$ cat src/rtl/pipe_hazard_ctrl_if.sv
// Hazard-controller bundle: ID/EX operand info, dmem handshake, stage enables/flushes
// and the optional performance counters (populated when HAZARD_PERF_CNT_EN is defined).
interface pipe_hazard_ctrl_if #(
  parameter int CNT_W = 32
);
  logic [4:0]       id_rs1;
  logic [4:0]       id_rs2;
  logic             id_uses_rs1;
  logic             id_uses_rs2;
  logic [4:0]       ex_rd;
  logic             ex_is_load;
  logic             ex_regWEn;
  logic             ex_br_taken;
  logic             mem_access;
  logic             dmem_ready;
  logic             dmem_req;
  logic             pc_en;
  logic             if_id_en;
  logic             if_id_flush;
  logic             id_ex_en;
  logic             id_ex_flush;
  logic             ex_mem_en;
  logic             mem_wb_flush;
  logic             mem_err;
  logic [CNT_W-1:0] stall_cycles;
  logic [CNT_W-1:0] flush_count;

  modport master (
    input  id_rs1, id_rs2, id_uses_rs1, id_uses_rs2, ex_rd, ex_is_load, ex_regWEn,
           ex_br_taken, mem_access, dmem_ready,
    output dmem_req, pc_en, if_id_en, if_id_flush, id_ex_en, id_ex_flush, ex_mem_en,
           mem_wb_flush, mem_err, stall_cycles, flush_count
  );

  modport slave (
    output id_rs1, id_rs2, id_uses_rs1, id_uses_rs2, ex_rd, ex_is_load, ex_regWEn,
           ex_br_taken, mem_access, dmem_ready,
    input  dmem_req, pc_en, if_id_en, if_id_flush, id_ex_en, id_ex_flush, ex_mem_en,
           mem_wb_flush, mem_err, stall_cycles, flush_count
  );
endinterface

$ cat src/rtl/pipe_hazard_ctrl.sv
// Stall/flush sequencer for the 5-stage RV32I pipeline with dmem handshake FSM and watchdog.
// Define HAZARD_PERF_CNT_EN to build the stall/flush performance counters.
module pipe_hazard_ctrl #(
  parameter int MEM_TIMEOUT = 64,
  parameter int CNT_W       = 32
) (
  input  logic                clk,
  input  logic                reset,
  pipe_hazard_ctrl_if.master  bus
);

  localparam int unsigned TO_W = (MEM_TIMEOUT > 2) ? $clog2(MEM_TIMEOUT) : 1;
  localparam logic [TO_W-1:0] TO_MAX = TO_W'(MEM_TIMEOUT - 1);

  typedef enum logic {M_IDLE, M_WAIT} state_t;

  state_t          state, state_next;
  logic [TO_W-1:0] to_cnt;
  logic            to_hit;
  logic            mem_stall;
  logic            load_use;
  logic            mem_err_q;

  logic pc_en, if_id_en, if_id_flush, id_ex_en, id_ex_flush, ex_mem_en, mem_wb_flush, dmem_req;

  assign to_hit = (state == M_WAIT) && !bus.dmem_ready && (to_cnt == TO_MAX);

  assign mem_stall = ((state == M_IDLE) && bus.mem_access && !bus.dmem_ready) ||
                     ((state == M_WAIT) && !bus.dmem_ready && !to_hit);

  assign load_use = bus.ex_is_load && bus.ex_regWEn && (bus.ex_rd != 5'd0) &&
                    ((bus.id_uses_rs1 && (bus.id_rs1 == bus.ex_rd)) ||
                     (bus.id_uses_rs2 && (bus.id_rs2 == bus.ex_rd)));

  always_ff @(posedge clk or posedge reset) begin
    if (reset) state <= M_IDLE;
    else       state <= state_next;
  end

  always_comb begin
    state_next = state;
    case (state)
      M_IDLE: if (bus.mem_access && !bus.dmem_ready) state_next = M_WAIT;
      M_WAIT: if (bus.dmem_ready || to_hit)          state_next = M_IDLE;
      default:                                       state_next = M_IDLE;
    endcase
  end

  // Watchdog: counts cycles spent in M_WAIT, cleared on any exit.
  always_ff @(posedge clk or posedge reset) begin
    if (reset) begin
      to_cnt    <= '0;
      mem_err_q <= 1'b0;
    end else begin
      if (state == M_WAIT && state_next == M_WAIT) to_cnt <= to_cnt + TO_W'(1);
      else                                         to_cnt <= '0;
      if (to_hit) mem_err_q <= 1'b1;
    end
  end

  // Reset gating keeps every strobe low for the whole reset window, not just after an edge.
  always_comb begin
    pc_en        = 1'b0;
    if_id_en     = 1'b0;
    if_id_flush  = 1'b0;
    id_ex_en     = 1'b0;
    id_ex_flush  = 1'b0;
    ex_mem_en    = 1'b0;
    mem_wb_flush = 1'b0;
    dmem_req     = 1'b0;
    if (!reset) begin
      dmem_req = (state == M_WAIT) ? 1'b1 : bus.mem_access;
      if (mem_stall) begin
        mem_wb_flush = 1'b1;
      end else if (bus.ex_br_taken) begin
        pc_en       = 1'b1;
        if_id_en    = 1'b1;
        if_id_flush = 1'b1;
        id_ex_en    = 1'b1;
        id_ex_flush = 1'b1;
        ex_mem_en   = 1'b1;
      end else if (load_use) begin
        id_ex_en    = 1'b1;
        id_ex_flush = 1'b1;
        ex_mem_en   = 1'b1;
      end else begin
        pc_en     = 1'b1;
        if_id_en  = 1'b1;
        id_ex_en  = 1'b1;
        ex_mem_en = 1'b1;
      end
    end
  end

  assign bus.pc_en        = pc_en;
  assign bus.if_id_en     = if_id_en;
  assign bus.if_id_flush  = if_id_flush;
  assign bus.id_ex_en     = id_ex_en;
  assign bus.id_ex_flush  = id_ex_flush;
  assign bus.ex_mem_en    = ex_mem_en;
  assign bus.mem_wb_flush = mem_wb_flush;
  assign bus.dmem_req     = dmem_req;
  assign bus.mem_err      = mem_err_q;

`ifdef HAZARD_PERF_CNT_EN
  logic [CNT_W-1:0] stall_q, flush_q;

  always_ff @(posedge clk or posedge reset) begin
    if (reset) begin
      stall_q <= '0;
      flush_q <= '0;
    end else begin
      if (!pc_en && stall_q != '1)       stall_q <= stall_q + CNT_W'(1);
      if (if_id_flush && flush_q != '1)  flush_q <= flush_q + CNT_W'(1);
    end
  end

  assign bus.stall_cycles = stall_q;
  assign bus.flush_count  = flush_q;
`else
  assign bus.stall_cycles = '0;
  assign bus.flush_count  = '0;
`endif

endmodule

$ cat src/flat_wrapper.sv
// flat-port wrapper written by rule: the top's interface ports become plain ports
module pipe_hazard_ctrl_flat 
#(
  parameter int MEM_TIMEOUT = 64,
  parameter int CNT_W       = 32
)
  (clk, reset, bus_id_rs1, bus_id_rs2, bus_id_uses_rs1, bus_id_uses_rs2, bus_ex_rd, bus_ex_is_load, bus_ex_regWEn, bus_ex_br_taken, bus_mem_access, bus_dmem_ready, bus_dmem_req, bus_pc_en, bus_if_id_en, bus_if_id_flush, bus_id_ex_en, bus_id_ex_flush, bus_ex_mem_en, bus_mem_wb_flush, bus_mem_err, bus_stall_cycles, bus_flush_count);
  pipe_hazard_ctrl_if #(.CNT_W(CNT_W)) bus_i ();
  input  logic clk;
  input  logic reset;
  input wire logic [$bits(bus_i.id_rs1)-1:0] bus_id_rs1;
  input wire logic [$bits(bus_i.id_rs2)-1:0] bus_id_rs2;
  input wire logic [$bits(bus_i.id_uses_rs1)-1:0] bus_id_uses_rs1;
  input wire logic [$bits(bus_i.id_uses_rs2)-1:0] bus_id_uses_rs2;
  input wire logic [$bits(bus_i.ex_rd)-1:0] bus_ex_rd;
  input wire logic [$bits(bus_i.ex_is_load)-1:0] bus_ex_is_load;
  input wire logic [$bits(bus_i.ex_regWEn)-1:0] bus_ex_regWEn;
  input wire logic [$bits(bus_i.ex_br_taken)-1:0] bus_ex_br_taken;
  input wire logic [$bits(bus_i.mem_access)-1:0] bus_mem_access;
  input wire logic [$bits(bus_i.dmem_ready)-1:0] bus_dmem_ready;
  output wire logic [$bits(bus_i.dmem_req)-1:0] bus_dmem_req;
  output wire logic [$bits(bus_i.pc_en)-1:0] bus_pc_en;
  output wire logic [$bits(bus_i.if_id_en)-1:0] bus_if_id_en;
  output wire logic [$bits(bus_i.if_id_flush)-1:0] bus_if_id_flush;
  output wire logic [$bits(bus_i.id_ex_en)-1:0] bus_id_ex_en;
  output wire logic [$bits(bus_i.id_ex_flush)-1:0] bus_id_ex_flush;
  output wire logic [$bits(bus_i.ex_mem_en)-1:0] bus_ex_mem_en;
  output wire logic [$bits(bus_i.mem_wb_flush)-1:0] bus_mem_wb_flush;
  output wire logic [$bits(bus_i.mem_err)-1:0] bus_mem_err;
  output wire logic [$bits(bus_i.stall_cycles)-1:0] bus_stall_cycles;
  output wire logic [$bits(bus_i.flush_count)-1:0] bus_flush_count;
  assign bus_i.id_rs1 = bus_id_rs1;
  assign bus_i.id_rs2 = bus_id_rs2;
  assign bus_i.id_uses_rs1 = bus_id_uses_rs1;
  assign bus_i.id_uses_rs2 = bus_id_uses_rs2;
  assign bus_i.ex_rd = bus_ex_rd;
  assign bus_i.ex_is_load = bus_ex_is_load;
  assign bus_i.ex_regWEn = bus_ex_regWEn;
  assign bus_i.ex_br_taken = bus_ex_br_taken;
  assign bus_i.mem_access = bus_mem_access;
  assign bus_i.dmem_ready = bus_dmem_ready;
  assign bus_dmem_req = bus_i.dmem_req;
  assign bus_pc_en = bus_i.pc_en;
  assign bus_if_id_en = bus_i.if_id_en;
  assign bus_if_id_flush = bus_i.if_id_flush;
  assign bus_id_ex_en = bus_i.id_ex_en;
  assign bus_id_ex_flush = bus_i.id_ex_flush;
  assign bus_ex_mem_en = bus_i.ex_mem_en;
  assign bus_mem_wb_flush = bus_i.mem_wb_flush;
  assign bus_mem_err = bus_i.mem_err;
  assign bus_stall_cycles = bus_i.stall_cycles;
  assign bus_flush_count = bus_i.flush_count;
  pipe_hazard_ctrl #(.MEM_TIMEOUT(MEM_TIMEOUT), .CNT_W(CNT_W)) u_core (.clk(clk), .reset(reset), .bus(bus_i));
endmodule
$ cat config.mk
export PLATFORM = sky130hd
export DESIGN_NAME = pipe_hazard_ctrl_flat
export DESIGN_NICKNAME = d
export VERILOG_FILES = /design/src/rtl/pipe_hazard_ctrl_if.sv /design/src/rtl/pipe_hazard_ctrl.sv /design/src/flat_wrapper.sv
export SDC_FILE = /design/constraint.sdc
export NUM_CORES = 1
export LEC_CHECK = 0
export ABC_AREA = 1
export CAP_MARGIN = 5
export CORE_ASPECT_RATIO = 1.4
export CORE_MARGIN = 2
export CORE_UTILIZATION = 35
export CTS_CLUSTER_SIZE = 16
export DETAILED_ROUTE_END_ITERATION = 16
export PLACE_DENSITY = 0.95
export SYNTH_ARGS = -nofsm -noshare
export SYNTH_HDL_FRONTEND = slang
export SYNTH_SLANG_ARGS = --single-unit
$ cat constraint.sdc
create_clock -name clk -period 4 [get_ports clk]
set_input_delay 0.8 -clock clk [delete_from_list [all_inputs] [get_ports clk]]
set_output_delay 0.8 -clock clk [all_outputs]
set_load 0.05 [all_outputs]
==> flow_metrics.env, run 1 <==
export IMPL_status="finished, final reports clean"
export IMPL_post_drt_wl_per_cell_um=8.42
export IMPL_ant_nets=0
export IMPL_finalHoldViolations=0
export IMPL_fin_skew_ps=1.69
export IMPL_vias=889
export IMPL_slew_violations=0
export IMPL_post_dp_cell_area_um2=1250
export IMPL_start_kind="input port"
export IMPL_layout_commonest_cell="conb_1"
export IMPL_final_min_clock_period_ps=3510
export IMPL_insertion_delay_ps=220
export IMPL_synthXorXnorAreaFrac_pct=1.54
export IMPL_design_area_um2=1290
export IMPL_fp_dieH_um=71.5
export IMPL_area_delta_synth_final_pct=13.3
export IMPL_rr_worst_depth=4
export IMPL_crit_type="input port to output pin"
export IMPL_p_leak_nw=0.750
export IMPL_hold_start="u_core.bus.mem_err"
export IMPL_path_common_cell="clkdlybuf4s50_1"
export IMPL_core_area_um2=3120
export IMPL_syn_area_um2=1140
export IMPL_tns_ps=0
export IMPL_clockBufferDepth=2
export IMPL_timing_fmax_mhz=285
export IMPL_syn_inst=171
export IMPL_rsz0062_at_grt="no"
export IMPL_preCtsSetupSlack_ps=491
export IMPL_ir_drop_mv=0.138
export IMPL_drc=0
export IMPL_r2r_end="u_core.state"
export IMPL_setup_viol_count_final=0
export IMPL_cellPowerDensity_nw_per_um2=316
export IMPL_cts_hold_repair_buffers=0
export IMPL_slew_headroom_pct=66.8
export IMPL_synth_edf_count=0
export IMPL_use_met3_pct=1.67
export IMPL_synthMuxAreaShare_pct=0
export IMPL_cts_sinks=8
export IMPL_crit_fanout=7
export IMPL_grt_max_degree=9
export IMPL_start_util_pct=36.4
export IMPL_clkTransAtPathRegs_ps=40
export IMPL_drt_iter0_markers=7
export IMPL_yosysWarnings=0
export IMPL_tightest_slew_ps=496
export IMPL_die_w_um=52.2
export IMPL_cp_arrival_ps=2710
export IMPL_hpwl_um=1810
export IMPL_synth_compound_area_share_pct=3.96
export IMPL_die_area_um2=3730
export IMPL_hold_path_class="flop to flop"
export IMPL_antenna_found_initial=0
export IMPL_whs_path_depth=1
export IMPL_grtUsageMet1_pct=11.1
export IMPL_dr_pass1_iters=5
export IMPL_critPathCaptureType="output pin"
export IMPL_ys_seq_area_share_pct=17.6
export IMPL_setup_slack_ps=490
export IMPL_finalWeightedCongestion=0.668
export IMPL_path_cells="clkdlybuf4s50_1 > nor2_1 > o21ai_4 > nand2_4 > nor2_4 > nand2_2 > nand2_1 > clkdlybuf4s50_1"
export IMPL_top_usage_layer="met2"
export IMPL_io_buffers=32
export IMPL_rrSetupSlack_ps=2770
export IMPL_drive_gt1_share_pct=4.43
export IMPL_fillers=336
export IMPL_cp_required_ps=3200
export IMPL_cts_tree="built"
export IMPL_wl_um=2040
export IMPL_grt_pass1_vias=801
export IMPL_grt_overflow=0
export IMPL_vias_per_cell=3.67
export IMPL_async_reset_ff_share_pct=100
export IMPL_fp_row_count=24
export IMPL_n_antenna_cell=0
export IMPL_use_met2_pct=20.5
export IMPL_cts_resized=0
export IMPL_synth_top_family_by_area="buffers and inverters"
export IMPL_grt_first_pass_wirelength_um=3090
export IMPL_yosys_area_share_adder_pct=1.10
export IMPL_timing_rr_start="u_core.to_cnt[0]"
export IMPL_max_cap_violations=0
export IMPL_synth_cell_types=20
export IMPL_hold_path_endpoint="u_core.bus.mem_err"
export IMPL_syn_avg_cell_area_um2=6.65
export IMPL_pin_count=97
export IMPL_post_cts_buffers=0
export IMPL_cp_slowest_stage_delay_ps=800
export IMPL_synthFlopType="dfrtp_1"
export IMPL_crit_slowest_cell="clkdlybuf4s50_1"
export IMPL_htreeDepth=1
export IMPL_cts_root_buffer="clkbuf_8"
export IMPL_cts_buffers=3
export IMPL_yosys_area_share_simple_pct=24.6
export IMPL_grt_usage_pct=10.8
export IMPL_fin_crit_sh_pct=87.8
export IMPL_synth_seq_cells=8
export IMPL_layout_common_cells="64 x conb_1, 37 x nand2_1, 32 x clkdlybuf4s50_1"
export IMPL_final_nets=230
## registers in the layout, summed over array words and instances (netlist names)
signal,count
u_core.to_cnt,6
u_core.state,1
u_core.bus.mem_err,1
## logic make-up (layout without fill, tap and decap cells)
group,count (synthesis),count (layout)
other,1,64
flip-flops,8,8
AND/OR/NAND/NOR,65,65
adder cells (fa/ha/maj),1,1
buffers and inverters,88,57
AO/OA/AOI/OAI,6,6
XOR/XNOR,2,2
## worst max-delay path, delay by kind of cell
kind	cells	cell delay (ps)
AOI/OAI and AO/OA	1	130
buffers and inverters	2	1280
and+or+nand+nor	5	490
## power breakdown
group | switching (mW) | internal (mW) | total [mW] | leakage, nW
logic | 0.187 | 0.0425 | 0.230 | 0.618
registers | 0.00112 | 0.0835 | 0.0846 | 0.110
clock network | 0.0288 | 0.0649 | 0.0937 | 0.0216
total | 0.217 | 0.191 | 0.408 | 0.750
## cells in the mapped netlist, drive strengths merged (2+ instances only)
library cell  number  share of area, %
o21ai              2               1.9
nand2             39                14
nand3              6               3.1
buf               66                44
inv               22               7.3
nor2              18               6.6
a21oi              3               1.3
dfrtp              8                18
## through the flow
step | cells | hold WS, ps | total power [mW] | util, %
global route | 242 | 509 | 0.426 | 41.3
global placement | 239 | 448 | 0.313 | 39.9
floorplan | 234 | 433 | 0.322 | -
finish | 242 | 480 | 0.408 | 41.3
detailed placement | 239 | 475 | 0.315 | 39.9
CTS | 242 | 483 | 0.409 | 41.3
## layer usage
layer	routed length (um)	vias to the layer above
li1	-	442
met1	662	387
met2	1140	56
met3	210	4
met4	30	0
met5	0	-
## worst max path at each step
stage	start	end	cells after the start
2_1_floorplan	bus_mem_access	bus_pc_en	8
3_3_place_gp	bus_ex_rd[4]	bus_id_ex_flush	10
3_5_place_dp	bus_ex_rd[2]	bus_id_ex_flush	10
4_1_cts	bus_dmem_ready	bus_if_id_en	8
5_1_grt	bus_ex_rd[4]	bus_id_ex_flush	10
6_report	bus_dmem_ready	bus_if_id_en	8
## layout make-up
cell class,count,area (um^2),share of cell area [%]
clock buffers,3,41.3,3.20
inverters,22,82.6,6.41
multi-input cells,138,596,46.2
flip-flops and latches,8,200,15.5
well taps,39,48.8,3.79
repair buffers,32,320,24.9
Note: power is estimated with default switching activity, not from simulation.
==> run 2, diff against run 1 <==
Settings changed: ABC_AREA 1 to not set, CAP_MARGIN 5 to not set, CORE_UTILIZATION 35 to 33.
Clock period 4 ns to 4.5 ns, I/O delays scaled along.
==> run 2 against run 1 <==
  * Count of clock-buffer cells in the layout unchanged
  * Die area is 2.2% lower
  * Flip-flop and latch count unchanged
  * Global-route usage shrank 1.1 points
  * Wire length is 6.6% lower
==> flow_metrics.env, run 2 <==
export IMPL_path_common_cell="clkdlybuf4s50_1"
export IMPL_cts_root_buffer="clkbuf_8"
export IMPL_crit_type="input port to output pin"
export IMPL_pin_count=97
export IMPL_ir_drop_mv=0.171
export IMPL_htreeDepth=1
export IMPL_n_antenna_cell=0
export IMPL_synth_top_cell_area_share_pct=47.3
export IMPL_async_reset_ff_share_pct=100
export IMPL_cts_hold_repair_buffers=0
export IMPL_yosysTopAreaCell="buf_4"
export IMPL_synth_edf_count=0
export IMPL_final_min_clock_period_ps=3990
export IMPL_post_cts_buffers=0
export IMPL_drive_gt1_share_pct=5.73
export IMPL_tightest_slew_ps=498
export IMPL_fp_dieH_um=70.7
export IMPL_timing_fmax_mhz=250
export IMPL_cts_tree="built"
export IMPL_drt_iter0_markers=15
export IMPL_fin_skew_ps=1.20
export IMPL_cts_buffers=3
export IMPL_cts_sinks=8
export IMPL_cp_required_ps=3600
export IMPL_layout_commonest_cell="conb_1"
export IMPL_setup_viol_count_final=0
export IMPL_path_cells="clkdlybuf4s50_1 > or4_1 > o211ai_2 > o31a_1 > clkdlybuf4s50_1"
export IMPL_cp_arrival_ps=3090
export IMPL_synth_seq_cells=8
export IMPL_grt_overflow=0
export IMPL_synth_cell_types=25
export IMPL_r2r_end="u_core.to_cnt[3]"
export IMPL_whs_path_depth=1
export IMPL_largest_reg_flops=6
export IMPL_critPathCaptureType="output pin"
export IMPL_hold_start="u_core.to_cnt[0]"
export IMPL_yosysWarnings=0
export IMPL_die_w_um=51.6
export IMPL_synth_common_cells="66 x buf_4, 9 x nor2_1, 9 x xor2_1"
export IMPL_ys_seq_area_share_pct=19.1
export IMPL_core_area_um2=3060
export IMPL_start_util_pct=34.2
export IMPL_hold_path_endpoint="u_core.to_cnt[0]"
export IMPL_layout_common_cells="64 x conb_1, 32 x clkdlybuf4s50_1, 9 x nor2_1, 9 x xor2_1, 8 x dfrtp_1"
export IMPL_rr_worst_depth=5
export IMPL_syn_area_um2=1050
export IMPL_fin_crit_sh_pct=88.8
export IMPL_area_delta_synth_final_pct=15.2
export IMPL_clockBufferDepth=2
export IMPL_syn_inst=124
export IMPL_regMostFlops="u_core.to_cnt"
export IMPL_antenna_found_initial=0
export IMPL_grt_pass1_vias=628
export IMPL_max_cap_violations=0
export IMPL_die_area_um2=3650
export IMPL_fp_row_count=24
export IMPL_grt_max_degree=10
export IMPL_slew_headroom_pct=66.7
export IMPL_cpLargestDelayFamily="buffers and inverters"
export IMPL_slew_violations=0
export IMPL_grt_usage_pct=9.73
export IMPL_tns_ps=0
export IMPL_crit_fanout=3
export IMPL_grt_first_pass_wirelength_um=2580
export IMPL_vias=725
export IMPL_synth_most_common_cell="buf_4"
export IMPL_p_leak_nw=0.583
export IMPL_finalWeightedCongestion=0.784
export IMPL_start_kind="input port"
export IMPL_crit_slowest_cell="clkdlybuf4s50_1"
export IMPL_rrSetupSlack_ps=3280
export IMPL_dr_pass1_iters=4
export IMPL_drc=0
export IMPL_design_area_um2=1210
export IMPL_clkTransAtPathRegs_ps=40
export IMPL_wl_um=1900
export IMPL_hold_path_class="flop to flop"
export IMPL_post_drt_wl_per_cell_um=9.71
export IMPL_cts_resized=0
export IMPL_ant_nets=0
export IMPL_final_nets=184
export IMPL_post_dp_cell_area_um2=1160
export IMPL_cp_num_buf_inv=2
export IMPL_vias_per_cell=3.70
export IMPL_insertion_delay_ps=230
export IMPL_rsz0062_at_grt="no"
export IMPL_syn_avg_cell_area_um2=8.45
export IMPL_ys_top_cells_by_area="buf_4 47%, dfrtp_1 19%, xor2_1 7.5%"
export IMPL_cellPowerDensity_nw_per_um2=287
export IMPL_status="finished, final reports clean"
export IMPL_hpwl_um=1660
export IMPL_finalHoldViolations=0
export IMPL_cp_slowest_stage_delay_ps=800
export IMPL_timing_rr_start="u_core.to_cnt[0]"
export IMPL_io_buffers=32
export IMPL_synthFlopType="dfrtp_1"
==> run 2: cell count changes in the layout (fill, tap and decap cells not counted), sizes merged, moves of 3 or more <==
cell	previous run	this run
xnor2	1	5
and2	0	4
inv	22	2
nand2	39	2
nand3	6	1
nor2	18	9
xor2	1	9
o21bai	0	3
a21oi	3	0
==> run 2: worst max-delay path by stage <==
| stage | from | end | slack (ps) | cells past startpoint |
|---|---|---|---|---|
| 2_1_floorplan | reset | bus_id_ex_flush | 1050 | 4 |
| 3_3_place_gp | bus_ex_rd[4] | bus_if_id_en | 560 | 6 |
| 3_5_place_dp | bus_ex_rd[4] | bus_if_id_en | 510 | 6 |
| 4_1_cts | bus_ex_rd[4] | bus_if_id_en | 500 | 6 |
| 5_1_grt | bus_ex_rd[4] | bus_if_id_en | 410 | 6 |
| 6_report | bus_ex_rd[0] | bus_if_id_en | 510 | 5 |
==> run 2: cell families after synthesis <==
family | Yosys count | share of synthesized area [%]
flip-flops | 8 | 19.1
buffers and inverters | 68 | 48.0
other | 1 | 0.358
adder cells (fa/ha/maj) | 1 | 1.19
AO/OA/AOI/OAI | 8 | 7.17
XOR/XNOR | 14 | 11.7
AND/OR/NAND/NOR | 24 | 12.4
==> run 2: where the power goes <==
part / total [mW] / switching (mW) / internal (mW)
Clock: 0.0846 / 0.0269 / 0.0578
Combinational: 0.186 / 0.151 / 0.0346
Sequential: 0.0749 / 0.00132 / 0.0736
Total: 0.346 / 0.180 / 0.166
==> run 2: per-layer routing <==
metal	global-route usage [%]	wire length, um	vias to the layer above
met2	19.4	997	71
met4	7.02	46	0
met1	6.85	527	316
li1	-	-	333
met3	3.38	331	5
met5	0	0	-
==> run 2: per-stage QoR <==
stage               std cells  util (%)  hold slack, ps  power [mW]  worst slack, ps
floorplan                 187         -             433       0.269             1050
global route              196      39.4             502       0.359              409
detailed placement        193      38.0             461       0.261              506
global placement          193      38.0             450       0.260              556
CTS                       196      39.4             466       0.347              505
finish                    196      39.4             458       0.346              506
==> run 2: area by class of cell <==
type / count / area [um^2]
well taps: 39 / 48.8
inverters: 2 / 7.51
repair buffers: 33 / 328
multi-input cells: 111 / 581
clock buffers: 3 / 41.3
flip-flops and latches: 8 / 200
fillers: 319 / 1860
==> run 3, diff against run 2 <==
Settings changed: CORE_MARGIN 2 to not set.
==> run 3 against run 2 <==
  * Flip-flop and latch count unchanged
  * Non-clock buffer count is the same
  * Final cell count fell by 1.0%
  * First-iteration DRC count fell by 80%
  * Sequential power about the same
  * Register-to-register slack barely moved
  * Global-route usage up 0.61 points
  * Worst hold slack better by 16 ps
  * Clock skew grew 1.1 ps
  * Combinational power barely moved
  * Total power fell by 0.49%
  * Critical path type unchanged
  * Largest cell class unchanged
==> flow_metrics.env, run 3 (same netlist as run 2, synthesis figures left out) <==
export IMPL_final_min_clock_period_ps=4000
export IMPL_max_cap_violations=0
export IMPL_grt_first_pass_wirelength_um=2650
export IMPL_drc=0
export IMPL_insertion_delay_ps=220
export IMPL_vias=718
export IMPL_layout_commonest_cell="conb_1"
export IMPL_regMostFlops="u_core.to_cnt"
export IMPL_largest_reg_flops=6
export IMPL_cts_hold_repair_buffers=0
export IMPL_grt_overflow=0
export IMPL_slew_violations=0
export IMPL_cts_tree="built"
export IMPL_cellPowerDensity_nw_per_um2=286
export IMPL_cts_buffers=3
export IMPL_rr_worst_depth=5
export IMPL_start_util_pct=35.7
export IMPL_io_buffers=32
export IMPL_vias_per_cell=3.70
export IMPL_post_drt_wl_per_cell_um=9.72
export IMPL_grt_usage_pct=10.3
export IMPL_cp_arrival_ps=3100
export IMPL_grt_max_degree=10
export IMPL_tns_ps=0
export IMPL_final_nets=184
export IMPL_grt_pass1_vias=647
export IMPL_fin_hold_ws_ps=474
export IMPL_ir_drop_mv=0.188
export IMPL_clockBufferDepth=2
export IMPL_hold_path_class="flop to flop"
export IMPL_core_area_um2=2940
export IMPL_crit_type="input port to output pin"
export IMPL_cts_sinks=8
export IMPL_ant_nets=0
export IMPL_finalWeightedCongestion=0.770
export IMPL_fillers=301
export IMPL_setup_viol_count_final=0
export IMPL_layout_common_cells="64 x conb_1, 32 x clkdlybuf4s50_1, 9 x nor2_1, 9 x xor2_1, 8 x dfrtp_1"
export IMPL_clkTransAtPathRegs_ps=40
export IMPL_die_area_um2=3410
export IMPL_fp_dieH_um=68.7
export IMPL_fp_row_count=23
export IMPL_drt_iter0_markers=3
export IMPL_critPathCaptureType="output pin"
export IMPL_hpwl_um=1660
export IMPL_wl_um=1890
export IMPL_drive_gt1_share_pct=5.73
export IMPL_die_w_um=49.6
export IMPL_tightest_slew_ps=505
export IMPL_area_delta_synth_final_pct=14.9
export IMPL_n_antenna_cell=0
export IMPL_cts_root_buffer="clkbuf_8"
export IMPL_cp_required_ps=3600
export IMPL_antenna_found_initial=0
export IMPL_htreeDepth=1
export IMPL_power_mw=0.344
export IMPL_whs_path_depth=1
export IMPL_finalHoldViolations=0
export IMPL_crit_fanout=3
export IMPL_status="finished, final reports clean"
export IMPL_timing_fmax_mhz=250
export IMPL_slew_headroom_pct=66.2
export IMPL_start_kind="input port"
export IMPL_dr_pass1_iters=4
export IMPL_fin_crit_sh_pct=88.8
export IMPL_pin_count=97
export IMPL_cts_resized=0
export IMPL_fin_skew_ps=2.26
export IMPL_rsz0062_at_grt="no"
export IMPL_p_leak_nw=0.583
export IMPL_post_cts_buffers=0
run 3: cell counts in the layout (fill, tap and decap cells not counted):
Identical to the previous run, type by type.
run 3: path summary, 6_finish.rpt:
kind	start	endpoint	slack [ps]
hold / removal	u_core.to_cnt[0]	u_core.to_cnt[0]	470
setup / recovery	bus_ex_rd[0]	bus_if_id_en	500
max in group asynchronous	reset	u_core.to_cnt[5]	3290
min in group asynchronous	reset	u_core.state	1080
hold reg to reg	u_core.to_cnt[0]	u_core.to_cnt[0]	470
setup reg to reg	u_core.to_cnt[0]	u_core.to_cnt[5]	3290
run 3: layer usage:
layer  GRT usage (%)  wire [um]  share of wire, %
met5               0          0                 0
met1            7.51        576                31
met3            3.29        283                15
met4            4.29          0                 0
met2            23.3       1030                54
run 3: cell type report:
class | count | area (um^2) | area share (%)
multi-input cells | 111 | 581 | 48.2
flip-flops and latches | 8 | 200 | 16.6
repair buffers | 33 | 328 | 27.2
inverters | 2 | 7.51 | 0.624
well taps | 37 | 46.3 | 3.85
clock buffers | 3 | 41.3 | 3.43
run 3: critical path, cell delays in order:
cell	delay, ps
clkdlybuf4s50_1	490
or4_1	560
o211ai_2	180
o31a_1	160
clkdlybuf4s50_1	810
run 3: report_power, final:
group | internal, mW | switching [mW]
combinational | 0.0346 | 0.152
sequential | 0.0736 | 0.00131
clock | 0.0577 | 0.0252
total | 0.166 | 0.178
run 3: metrics by stage:
stage	util (%)	setup WS, ps	cells	instance area [um^2]
after floorplan	-	1050	187	1280
after global placement	39.6	518	191	1160
after detailed placement	39.6	504	191	1160
after CTS	41.0	490	194	1200
after global routing	41.0	438	194	1200
final	41.0	503	194	1200
